<file path="src/rtl/if_fetch_queue_if.sv">
// Fetch-stage bus bundle: imem request/response, decode handshake,
// redirect input and the sticky error flag.
interface if_fetch_queue_if;
  logic        Ireq;
  logic [31:0] Iadr;
  logic        Iack;
  logic [31:0] Irdata;
  logic [31:0] Ins;
  logic [31:0] Pc4;
  logic        Ivalid;
  logic        Iready;
  logic        Redir;
  logic [31:0] RedirAdr;
  logic        Err;

  // Fetch unit side
  modport master (
    output Ireq, Iadr, Ins, Pc4, Ivalid, Err,
    input  Iack, Irdata, Iready, Redir, RedirAdr
  );

  // Environment side (imem + decode + execute)
  modport slave (
    input  Ireq, Iadr, Ins, Pc4, Ivalid, Err,
    output Iack, Irdata, Iready, Redir, RedirAdr
  );
endinterface

</file>
<file path="src/rtl/if_fetch_queue.sv">
// Instruction fetch stage: one outstanding imem request at a time, a small
// FIFO of {instruction, PC+4} toward decode, and redirect with flush/drain.
module if_fetch_queue #(
  parameter int          DEPTH    = 4,
  parameter logic [31:0] RESET_PC = 32'h0000_0000
) (
  input logic               CLK,
  input logic               RST,
  if_fetch_queue_if.master  bus
);
  localparam int AW = $clog2(DEPTH);
  localparam logic [AW:0] FULL = (AW+1)'(DEPTH);

  typedef enum logic [1:0] {FETCH, DRAIN, HALT} state_t;

  state_t        state_q, state_d;
  logic [31:0]   fpc_q, fpc_d;
  logic [31:0]   adr_q, adr_d;
  logic          req_q, req_d;
  logic          err_q, err_d;
  logic          halt_pend_q, halt_pend_d;
  logic [AW-1:0] wr_q, wr_d;
  logic [AW-1:0] rd_q, rd_d;
  logic [AW:0]   cnt_q, cnt_d;

  logic [31:0]   ins_mem [DEPTH];
  logic [31:0]   pc4_mem [DEPTH];

  logic          push;
  logic          pop;
  logic          valid;
  logic          misal;
  logic          drain_to_halt;

  assign valid         = (cnt_q != '0);
  assign misal         = (bus.RedirAdr[1:0] != 2'b00);
  assign drain_to_halt = halt_pend_q || (bus.Redir && misal);

  // Next-state logic: request launch/accept, queue bookkeeping, redirect handling
  always_comb begin
    state_d     = state_q;
    fpc_d       = fpc_q;
    adr_d       = adr_q;
    req_d       = req_q;
    err_d       = err_q;
    halt_pend_d = halt_pend_q;
    wr_d        = wr_q;
    rd_d        = rd_q;
    cnt_d       = cnt_q;
    push        = 1'b0;
    pop         = 1'b0;
    case (state_q)
      FETCH: begin
        if (bus.Redir) begin
          // Redirect wins over push and pop: the queue is simply emptied
          wr_d  = '0;
          rd_d  = '0;
          cnt_d = '0;
          if (misal) err_d = 1'b1;
          else       fpc_d = bus.RedirAdr;
          if (req_q && !bus.Iack) begin
            // Request still in flight: keep it on the bus until imem accepts
            state_d     = DRAIN;
            halt_pend_d = misal;
          end else begin
            // Nothing in flight, or its data returns now and is dropped
            req_d   = 1'b0;
            state_d = misal ? HALT : FETCH;
          end
        end else begin
          push = req_q && bus.Iack;
          pop  = valid && bus.Iready;
          if (push) begin
            req_d = 1'b0;
            fpc_d = adr_q + 32'd4;
            wr_d  = wr_q + AW'(1);
          end else if (!req_q && (cnt_q < FULL)) begin
            req_d = 1'b1;
            adr_d = fpc_q;
          end
          if (pop) rd_d = rd_q + AW'(1);
          if (push && !pop)      cnt_d = cnt_q + (AW+1)'(1);
          else if (!push && pop) cnt_d = cnt_q - (AW+1)'(1);
        end
      end
      DRAIN: begin
        if (bus.Redir) begin
          if (misal) begin
            err_d       = 1'b1;
            halt_pend_d = 1'b1;
          end else begin
            fpc_d = bus.RedirAdr;
          end
        end
        if (bus.Iack) begin
          req_d   = 1'b0;
          state_d = drain_to_halt ? HALT : FETCH;
        end
      end
      default: begin
        // HALT: frozen until reset
      end
    endcase
  end

  // State registers with synchronous reset
  always_ff @(posedge CLK) begin
    if (RST) begin
      state_q     <= FETCH;
      fpc_q       <= RESET_PC;
      adr_q       <= '0;
      req_q       <= 1'b0;
      err_q       <= 1'b0;
      halt_pend_q <= 1'b0;
      wr_q        <= '0;
      rd_q        <= '0;
      cnt_q       <= '0;
    end else begin
      state_q     <= state_d;
      fpc_q       <= fpc_d;
      adr_q       <= adr_d;
      req_q       <= req_d;
      err_q       <= err_d;
      halt_pend_q <= halt_pend_d;
      wr_q        <= wr_d;
      rd_q        <= rd_d;
      cnt_q       <= cnt_d;
    end
  end

  // Queue storage: word and its link value written at the write pointer
  always_ff @(posedge CLK) begin
    if (push) begin
      ins_mem[wr_q] <= bus.Irdata;
      pc4_mem[wr_q] <= adr_q + 32'd4;
    end
  end

  assign bus.Ireq   = req_q;
  assign bus.Iadr   = adr_q;
  assign bus.Ivalid = valid;
  assign bus.Ins    = valid ? ins_mem[rd_q] : '0;
  assign bus.Pc4    = valid ? pc4_mem[rd_q] : '0;
  assign bus.Err    = err_q;
endmodule

</file>
<file path="src/flat_wrapper.sv">
// flat-port wrapper written by rule: the top's interface ports become plain ports
module if_fetch_queue_flat 
#(
  parameter int          DEPTH    = 4,
  parameter logic [31:0] RESET_PC = 32'h0000_0000
)
  (CLK, RST, bus_Ireq, bus_Iadr, bus_Ins, bus_Pc4, bus_Ivalid, bus_Err, bus_Iack, bus_Irdata, bus_Iready, bus_Redir, bus_RedirAdr);
  if_fetch_queue_if bus_i ();
  input logic CLK;
  input logic RST;
  output wire logic [$bits(bus_i.Ireq)-1:0] bus_Ireq;
  output wire logic [$bits(bus_i.Iadr)-1:0] bus_Iadr;
  output wire logic [$bits(bus_i.Ins)-1:0] bus_Ins;
  output wire logic [$bits(bus_i.Pc4)-1:0] bus_Pc4;
  output wire logic [$bits(bus_i.Ivalid)-1:0] bus_Ivalid;
  output wire logic [$bits(bus_i.Err)-1:0] bus_Err;
  input wire logic [$bits(bus_i.Iack)-1:0] bus_Iack;
  input wire logic [$bits(bus_i.Irdata)-1:0] bus_Irdata;
  input wire logic [$bits(bus_i.Iready)-1:0] bus_Iready;
  input wire logic [$bits(bus_i.Redir)-1:0] bus_Redir;
  input wire logic [$bits(bus_i.RedirAdr)-1:0] bus_RedirAdr;
  assign bus_Ireq = bus_i.Ireq;
  assign bus_Iadr = bus_i.Iadr;
  assign bus_Ins = bus_i.Ins;
  assign bus_Pc4 = bus_i.Pc4;
  assign bus_Ivalid = bus_i.Ivalid;
  assign bus_Err = bus_i.Err;
  assign bus_i.Iack = bus_Iack;
  assign bus_i.Irdata = bus_Irdata;
  assign bus_i.Iready = bus_Iready;
  assign bus_i.Redir = bus_Redir;
  assign bus_i.RedirAdr = bus_RedirAdr;
  if_fetch_queue #(.DEPTH(DEPTH), .RESET_PC(RESET_PC)) u_core (.CLK(CLK), .RST(RST), .bus(bus_i));
endmodule
</file>
<file path="config.mk">
export PLATFORM = sky130hd
export DESIGN_NAME = if_fetch_queue_flat
export DESIGN_NICKNAME = d
export VERILOG_FILES = /design/src/rtl/if_fetch_queue_if.sv /design/src/rtl/if_fetch_queue.sv /design/src/flat_wrapper.sv
export SDC_FILE = /design/constraint.sdc
export NUM_CORES = 1
export LEC_CHECK = 0
export CAP_MARGIN = 5
export CORE_ASPECT_RATIO = 0.75
export CORE_UTILIZATION = 50
export DETAILED_ROUTE_END_ITERATION = 7
export GPL_ROUTABILITY_DRIVEN = 1
export HOLD_SLACK_MARGIN = 0.03
export PLACE_DENSITY = 0.75
export SYNTH_ARGS = -nofsm -noshare
export SYNTH_HDL_FRONTEND = slang
export SYNTH_SLANG_ARGS = --single-unit
</file>
<file path="constraint.sdc">
create_clock -name CLK -period 3.3 [get_ports CLK]
set_input_delay 0.33 -clock CLK [delete_from_list [all_inputs] [get_ports CLK]]
set_output_delay 0.33 -clock CLK [all_outputs]
set_load 0.02 [all_outputs]
</file>
==> results of run 1 <==
area by class of cell:
cell class	count	share of cell area, %
sequential	334	55.3
multi-input combinational	493	23.6
timing repair buffer	190	11.7
clock buffer	37	4.96
tap	344	2.57
clock inverter	21	1.18
inverter	26	0.583
worst min-delay path: stages:
cell             delay, ps
clkdlybuf4s50_1        400
nand2_1                 70
a311oi_1                80
routing by layer:
| metal | global-route usage (%) | vias to the layer above |
|---|---|---|
| li1 | - | 3756 |
| met1 | 34.0 | 4125 |
| met2 | 32.5 | 359 |
| met3 | 3.54 | 35 |
| met4 | 4.51 | 0 |
| met5 | 0 | - |
metrics by stage:
step / hold slack, ps / std cells / cell area, um2 / total power, mW
2_1_floorplan: 429 / 903 / 13500 / 5.00
3_3_place_gp: 442 / 1387 / 15700 / 5.29
3_5_place_dp: 445 / 1387 / 15700 / 5.29
4_1_cts: 343 / 1445 / 16700 / 8.85
5_1_grt: 375 / 1445 / 16700 / 9.07
6_report: 354 / 1445 / 16700 / 8.78
path summary, 6_finish.rpt:
path | startpoint | endpoint | slack [ps] | cells past startpoint
worst max-delay path | u_core.cnt_q[2]$_SDFFE_PP0P_ | bus_Pc4[9] | 260 | 4
worst min-delay path | bus_RedirAdr[3] | u_core.fpc_q[3]$_SDFFE_PP0P_ | 350 | 3
worst max register to register | u_core.cnt_q[2]$_SDFFE_PP0P_ | u_core.cnt_q[2]$_SDFFE_PP0P_ | 750 | 8
worst min register to register | u_core.fpc_q[20]$_SDFFE_PP0P_ | u_core.bus.Iadr[20]$_SDFFE_PP0P_ | 450 | 2
cells in the final DEF (no fill, tap or decap), types with 3 or more instances in the layout:
master / count
a21oi_1: 46
a22oi_1: 14
a31oi_1: 3
a32o_1: 4
and2_1: 67
and2_4: 4
buf_12: 10
buf_4: 13
bufinv_16: 3
clkbuf_1: 4
clkbuf_16: 32
clkdlybuf4s50_1: 166
clkinv_1: 6
clkinv_2: 4
dfxtp_1: 76
edfxtp_1: 256
ha_1: 5
inv_1: 26
inv_6: 3
mux2i_1: 3
mux4_2: 64
nand2_1: 95
nand2b_1: 4
nand3_1: 21
nand4_1: 9
nor2_1: 44
nor3_1: 15
nor3b_1: 3
o21ai_0: 4
o22ai_1: 12
o31ai_1: 3
o41ai_1: 3
or3_1: 5
xnor2_1: 8
xor2_1: 21
state kept, by name, indices dropped and copies added, names as in the netlist, named ones only:
signal,cells
u_core.cnt_q,3
u_core.halt_pend_q,1
u_core.bus.Err,1
u_core.state_q,2
u_core.wr_q,2
u_core.rd_q,2
u_core.bus.Ireq,1
u_core.pc4_mem,128
u_core.ins_mem,128
u_core.bus.Iadr,32
u_core.fpc_q,32
where the power goes:
part	total [mW]	switching, mW	internal (mW)
combinational	0.607	0.332	0.275
clock	3.58	1.54	2.04
sequential	4.59	0.0430	4.55
cell families (layout without fill, tap and decap cells):
kind of cell / Yosys count / count (layout) / synth area share [%]
flip-flops: 334 / 334 / 68.4
AND/OR/NAND/NOR: 281 / 281 / 10.4
AO/OA/AOI/OAI: 110 / 110 / 5.29
buffers and inverters: 76 / 274 / 2.53
multiplexers: 67 / 67 / 10.9
XOR/XNOR: 29 / 29 / 1.88
adder cells (fa/ha/maj): 6 / 6 / 0.611
==> flow_results.org, run 1 <==
** Global routing
- Wire length of the first global-routing pass :: 45800 um
- The initial antenna violation count was 1.
- For this run the aggregate overflow at the end of global routing stands at 0.
- In the global route stage, overall resource usage came out at 21.9%.
- The number of global-route vias before repair is a little under 8000.
- Entering global routing, the biggest net connects 69 pins.

** Cells and area
- The filler cells instantiated in the layout total 1947.
- Nets@finish :: 1151
- In the final layout, the multi-input gates occupy just under 4000 um2.
- The number of antenna diodes in the final layout is 0.
- Cells fill 63.6% of the core in the end.
- The post-route netlist has between 10% and 20% of its cells at a drive strength greater than 1.
- In the final layout, flip-flops and latches occupy 9260 um2.
- From synthesis to final layout, the design area changed by 23.7%.

** Critical path
- On the worst path, the slowest cell contributes a delay of 730 ps.
- Kind of start point of the critical path :: flip-flop
- STA classifies the critical path endpoint as an output pin.
- In this design, the largest share of critical-path delay is due to simple AND/OR/NAND/NOR gates.
- The critical path is of the flip-flop to output pin type.
- For this design, the slowest cell found on the critical path is or3_2.
- Sum of buffers and inverters on the critical path :: 2
- Worst-path cell chain :: or3_2, buf_12, and2_1, clkdlybuf4s50_1
- Data on the critical path arrives at its endpoint at 2710 ps.
- Data on the critical path is required at its endpoint by 2970 ps.
- Along the worst path, the maximum fanout reaches 46.

** Drt
- After detailed routing, the average wire length per cell comes to 20.7 um.
- Total Wirelength :: approximately 30000 um
- Wire segments on met3 add up to about 2300 um in the final route.
- Initial drt markers :: 675
- Met2 wirelength from detailed routing :: approximately 13000 um
- Met1 Wirelength :: 13900 um
- Vias :: 8275
- The highest metal layer carrying signal wires in the routed design is met4.
- In this run the remaining antenna-violating nets after routing total 0.
- In the routed layout, each cell is associated on average with a via count of 5.73.
- Number of iterations in the first detailed-routing pass :: 5
- DRC violation count after routing :: 0

** Synthesis
- Avg Cell Area, Syn :: 15.0 um2
- The synthesized design contains 256 enable-type register cells.
- Ranking of synthesized cells by area :: edfxtp_1 (57%), dfxtp_1 (12%), mux4_2 (11%)
- For this run, asynchronously set or reset flops after synthesis account for 0%.
- Primary flip-flop cell chosen by synthesis mapping :: edfxtp_1
- Of the post-synthesis cell area, the dominant cell type holds around 57%.
- Summing every instance area after synthesis gives 13500 um2.
- Mapped Cells :: 903
- During synthesis, Yosys emitted a total of 0 warnings.
- Sequential cell area fraction in the yosys report :: 68.4%
- Synth cell types :: 53
- The number of nets handed over by synthesis was 978.
- Of all cell types, the one taking the most synthesized area is edfxtp_1.
- In the post-synthesis netlist, the cell with the most instances is edfxtp_1.
- The commonest cells after synthesis are edfxtp_1 (256), nand2_1 (95), dfxtp_1 (78), and2_1 (71), mux4_2 (64).
- Yosys reg bits :: 334

** Die
- Die area :: about 28000 um2
- The floorplan step set the die width to 192 um.
- Starting density of the core :: around half
- In this run the core area contains a little over 50 standard-cell rows.
- Number of ports placed on the die boundary :: 168
- The die is 144 um tall.
- The region available for standard cell placement spans 26300 um2.

** Place
- Pre-CTS setup slack :: 744 ps
- Weighted congestion at the end of routability-driven global placement :: about 0.84
- IO buf count :: 167
- The HPWL after detailed placement is 19600 um.

** Clock network
- The clock passes through at most 3 buffers.
- Hold repair after CTS inserted 0 buffers.
- Clock latency reported for the late side of the worst-skew pair :: between 500 and 600 ps
- The number of clock buffers added by TritonCTS is 31.
- TritonCTS clock tree :: done
- The clock drives 334 sinks.
- Clock tree synthesis selected as its root buffer the cell clkbuf_16.
- In this run the post-CTS setup repair buffer count came out at 0.
- In this run, post-CTS repair resized a total of 0 instances.
- # H-tree levels :: 1
- Clock-pin transition on the worst setup and hold timing paths :: 70 ps

** STA
- Counting I/O delays and the setup requirement, the final critical path takes 3040 ps.
- Slew @ Worst Pin :: roughly 750 ps
- The count of final hold-check violations is 0.
- Adding up every negative setup slack in the final design gives 0 ps.
- Setup Skew :: 22.5 ps
- Setup repair after global routing left no endpoint under its margin.
- Pins Over Slew Limit :: 0
- After layout, the worst setup slack is 262 ps.
- Final setup viols :: 0
- Rel. slew slack :: 49.9%
- Of the available clock period, the critical path in the final layout requires 92.1%.
- Timing would allow up to 0.329 GHz.

** Status
- The run finished with clean final reports.

** Worst hold path
- The min-delay analysis places its worst path in the category primary input to flip-flop.

** Power and ir drop
- Power spread over the standard cell area amounts to approximately 520 nW/um2.
- Worst-case vdd ir drop :: 367 uV
- The analysis attributes to cell leakage a power of 5.51 nW.

** Job
- The tool flagged a number of max-cap violations equal to 0.
Power figures use the tool's default switching activity.
==> run 2, diff against run 1 <==
CORE_UTILIZATION = 35   (was 50)
DONT_BUFFER_PORTS = 1   (was unset)
PLACE_DENSITY = 0.5   (was 0.75)
REMOVE_ABC_BUFFERS = 1   (was unset)
==> flow_results.org, run 2 (synthesized netlist as in run 1, its figures left out) <==
** STA
- Rel. slew slack :: 51.2%
- Setup repair after global routing left no endpoint under its margin.
- Worst hold slack after final layout :: slightly below 60 ps
- On the final layout, the worst clock skew is 15.2 ps.
- Pins Over Slew Limit :: 0
- The smallest clock period supported by the final layout is computed as 2570 ps.
- The count of final hold-check violations came to 0.
- Peak Freq :: 0.388 GHz
- The final critical path takes up 78.0% of the cycle.
- Final setup viols :: 0
- For the pin with the worst max-slew slack, the measured transition is 729 ps.

** Cells and area
- Fin util :: 42.4%
- Fraction of layout cells with a size suffix above 1 :: 16.9%
- The top cell types in the final layout, fill and taps aside, are edfxtp_1 (256), nand2_1 (95), dfxtp_1 (76).
- Nets@finish :: 1048
- Compared with the post-synthesis result, the final layout area differs by 17.9%.
- The library cell used most frequently in the layout, excluding fill and tap cells, is edfxtp_1.
- Largest registers in the final layout :: u_core.ins_mem (128), u_core.pc4_mem (128)

** Global routing
- Largest net degree at the start of global routing :: 66
- The first global-routing pass estimated 50700 um of wire.
- The number of global-route vias before repair came to 7813.
- Global router's overall resource usage :: 17.3%
- Overflow left after global routing :: 0
- The initial antenna violation count was 2.

** Worst hold path
- The worst hold path terminates at u_core.fpc_q[18]$_SDFFE_PP0P_.
- The path class of the tightest hold or removal check is primary input to flip-flop.
- Worst hold path depth :: 2
- In this run the most critical hold path is launched from bus_RedirAdr[18].

** Drt
- Total Wirelength :: roughly 34000 um
- In the routed design, unresolved DRC markers number 0.
- For this block, the initial DRC count from the detailed router was about 600.
- Using the TritonRoute via totals, the vias-per-cell ratio works out to 5.11.
- Per-cell routed wire length :: between 20 and 25 um
- Vias :: 7684
- The detail route stage leaves a number of antenna-violating nets equal to 0.
- The first TritonRoute pass finished after 5 iterations.

** Critical path
- The worst setup path is launched from a flip-flop.
- Type of the worst setup path :: flip-flop to output pin
- STA puts the critical path data required time at 2970 ps.
- The worst setup path is captured at an output pin.
- For the worst setup path, the data arrival time is about 2200 ps.
- R2R Setup Slk :: 890 ps
- Register-to-Register Path Depth :: 6
- Critical register-to-register path startpoint :: u_core.bus.Ireq$_SDFFE_PP0P_
- The worst register-to-register path ends at u_core.fpc_q[6]$_SDFFE_PP0P_.
- Max Fanout on Critical Path :: 37

** Power and ir drop
- Dividing total power by cell area gives a power density of 565 nW/um2.
- Summed over all cells, the static leakage comes to 5.23 nW.
- The completed layout was analyzed and its total power is 9.01 mW.
- Across the VDD grid, the largest voltage drop is 281 uV.

** Place
- Weighted congestion at the end of routability-driven global placement :: ~0.84
- Detailed placement ended at an HPWL of 21600 um.
- In this run the tool buffered the top-level ports with 0 buffer cells.

** Clock network
- The tree is rooted in a clkbuf_16.
- Number of sinks driven by the clock tree :: 334
- Clock latency reported for the late side of the worst-skew pair :: 530 ps
- TritonCTS built the clock tree.
- Buffer count from post-CTS setup fixing :: 0
- Clock tree synthesis inserted a total of 36 buffers.
- # H-tree levels :: 2
- Bufs on Longest Clock Path :: 3
- Clock-pin slew was measured on the worst setup and hold paths at 60 ps.

** Die
- Starting density of the core :: 36.0%
- DIE WIDTH :: ~230 um
- Die area :: between 30000 and 40000 um2
- The total area inside the core boundary comes to 37600 um2.
- Number of ports placed on the die boundary :: 168
- Measured along the y axis, the die boundary spans between 150 and 200 um.
- Core Rows :: 61

** Job
- Max-Cap Viols :: 0

** Status
- Result of the run :: complete, no violations
run 2: cell count changes in the layout (fill, tap and decap cells not counted), sizes merged:
cell,before,now
diode,0,1
clkinv,12,16
inv,30,27
bufinv,3,2
clkbuf,37,43
clkinvlp,2,1
clkdlybuf4s50,166,0
buf,24,32
dlygate4sd3,0,50
run 2: power by group:
part | internal [mW] | switching (mW) | total (mW)
Combinational | 0.166 | 0.324 | 0.490
Clock | 2.29 | 1.63 | 3.92
Sequential | 4.55 | 0.0467 | 4.60
run 2: routing by layer:
metal  vias to the layer above  share of wire [%]  GRT usage, %
met3                        48                8.5          5.66
li1                       3551                  -             -
met5                         -              0.024             0
met2                       243                 43          25.8
met4                         2                1.8          4.43
met1                      3840                 46          24.1
run 2: worst max-delay path by stage:
stage / end / from / slack [ps]
2_1_floorplan: bus_Ins[0] / flip-flop / -630
3_3_place_gp: u_core.bus.Iadr[8]$_SDFFE_PP0P_ / u_core.state_q[0]$_SDFFE_PP0P_ / 980
3_5_place_dp: u_core.fpc_q[6]$_SDFFE_PP0P_ / u_core.bus.Ireq$_SDFFE_PP0P_ / 920
4_1_cts: bus_Pc4[11] / flip-flop / 640
5_1_grt: bus_Pc4[9] / u_core.cnt_q[2]$_SDFFE_PP0P_ / 580
6_report: bus_Pc4[11] / flip-flop / 730
run 2: through the flow:
step	setup WS, ps	setup TNS (ps)	instance area, um2	cells
after CTS	644	0	15900	1502
final	725	0	15900	1503
after global routing	585	0	15900	1502
after global placement	984	0	14300	1388
after floorplan	-631	-73420	13300	853
after detailed placement	919	0	14300	1388
run 2: worst max-delay path, cell delays in order (launching register included):
cell     delay [ps]
dfxtp_4         480
buf_12          320
mux4_2          620
and2_1          260
run 2: layout make-up:
type                    count  area (um2)
fillers                  3431       21600
clock buffers              43         988
well taps                 504         631
flip-flops and latches    334        9260
inverters                  26        97.6
clock inverters            20         160
multi-input cells         493        3960
repair buffers             82         848
diodes                      1        2.50
run 2: timing repair:
action                     4_1_cts  5_1_grt
hold endpoints to repair       196        0
setup endpoints to repair        0        0
gates resized for setup          0        0
hold buffers                    51        0
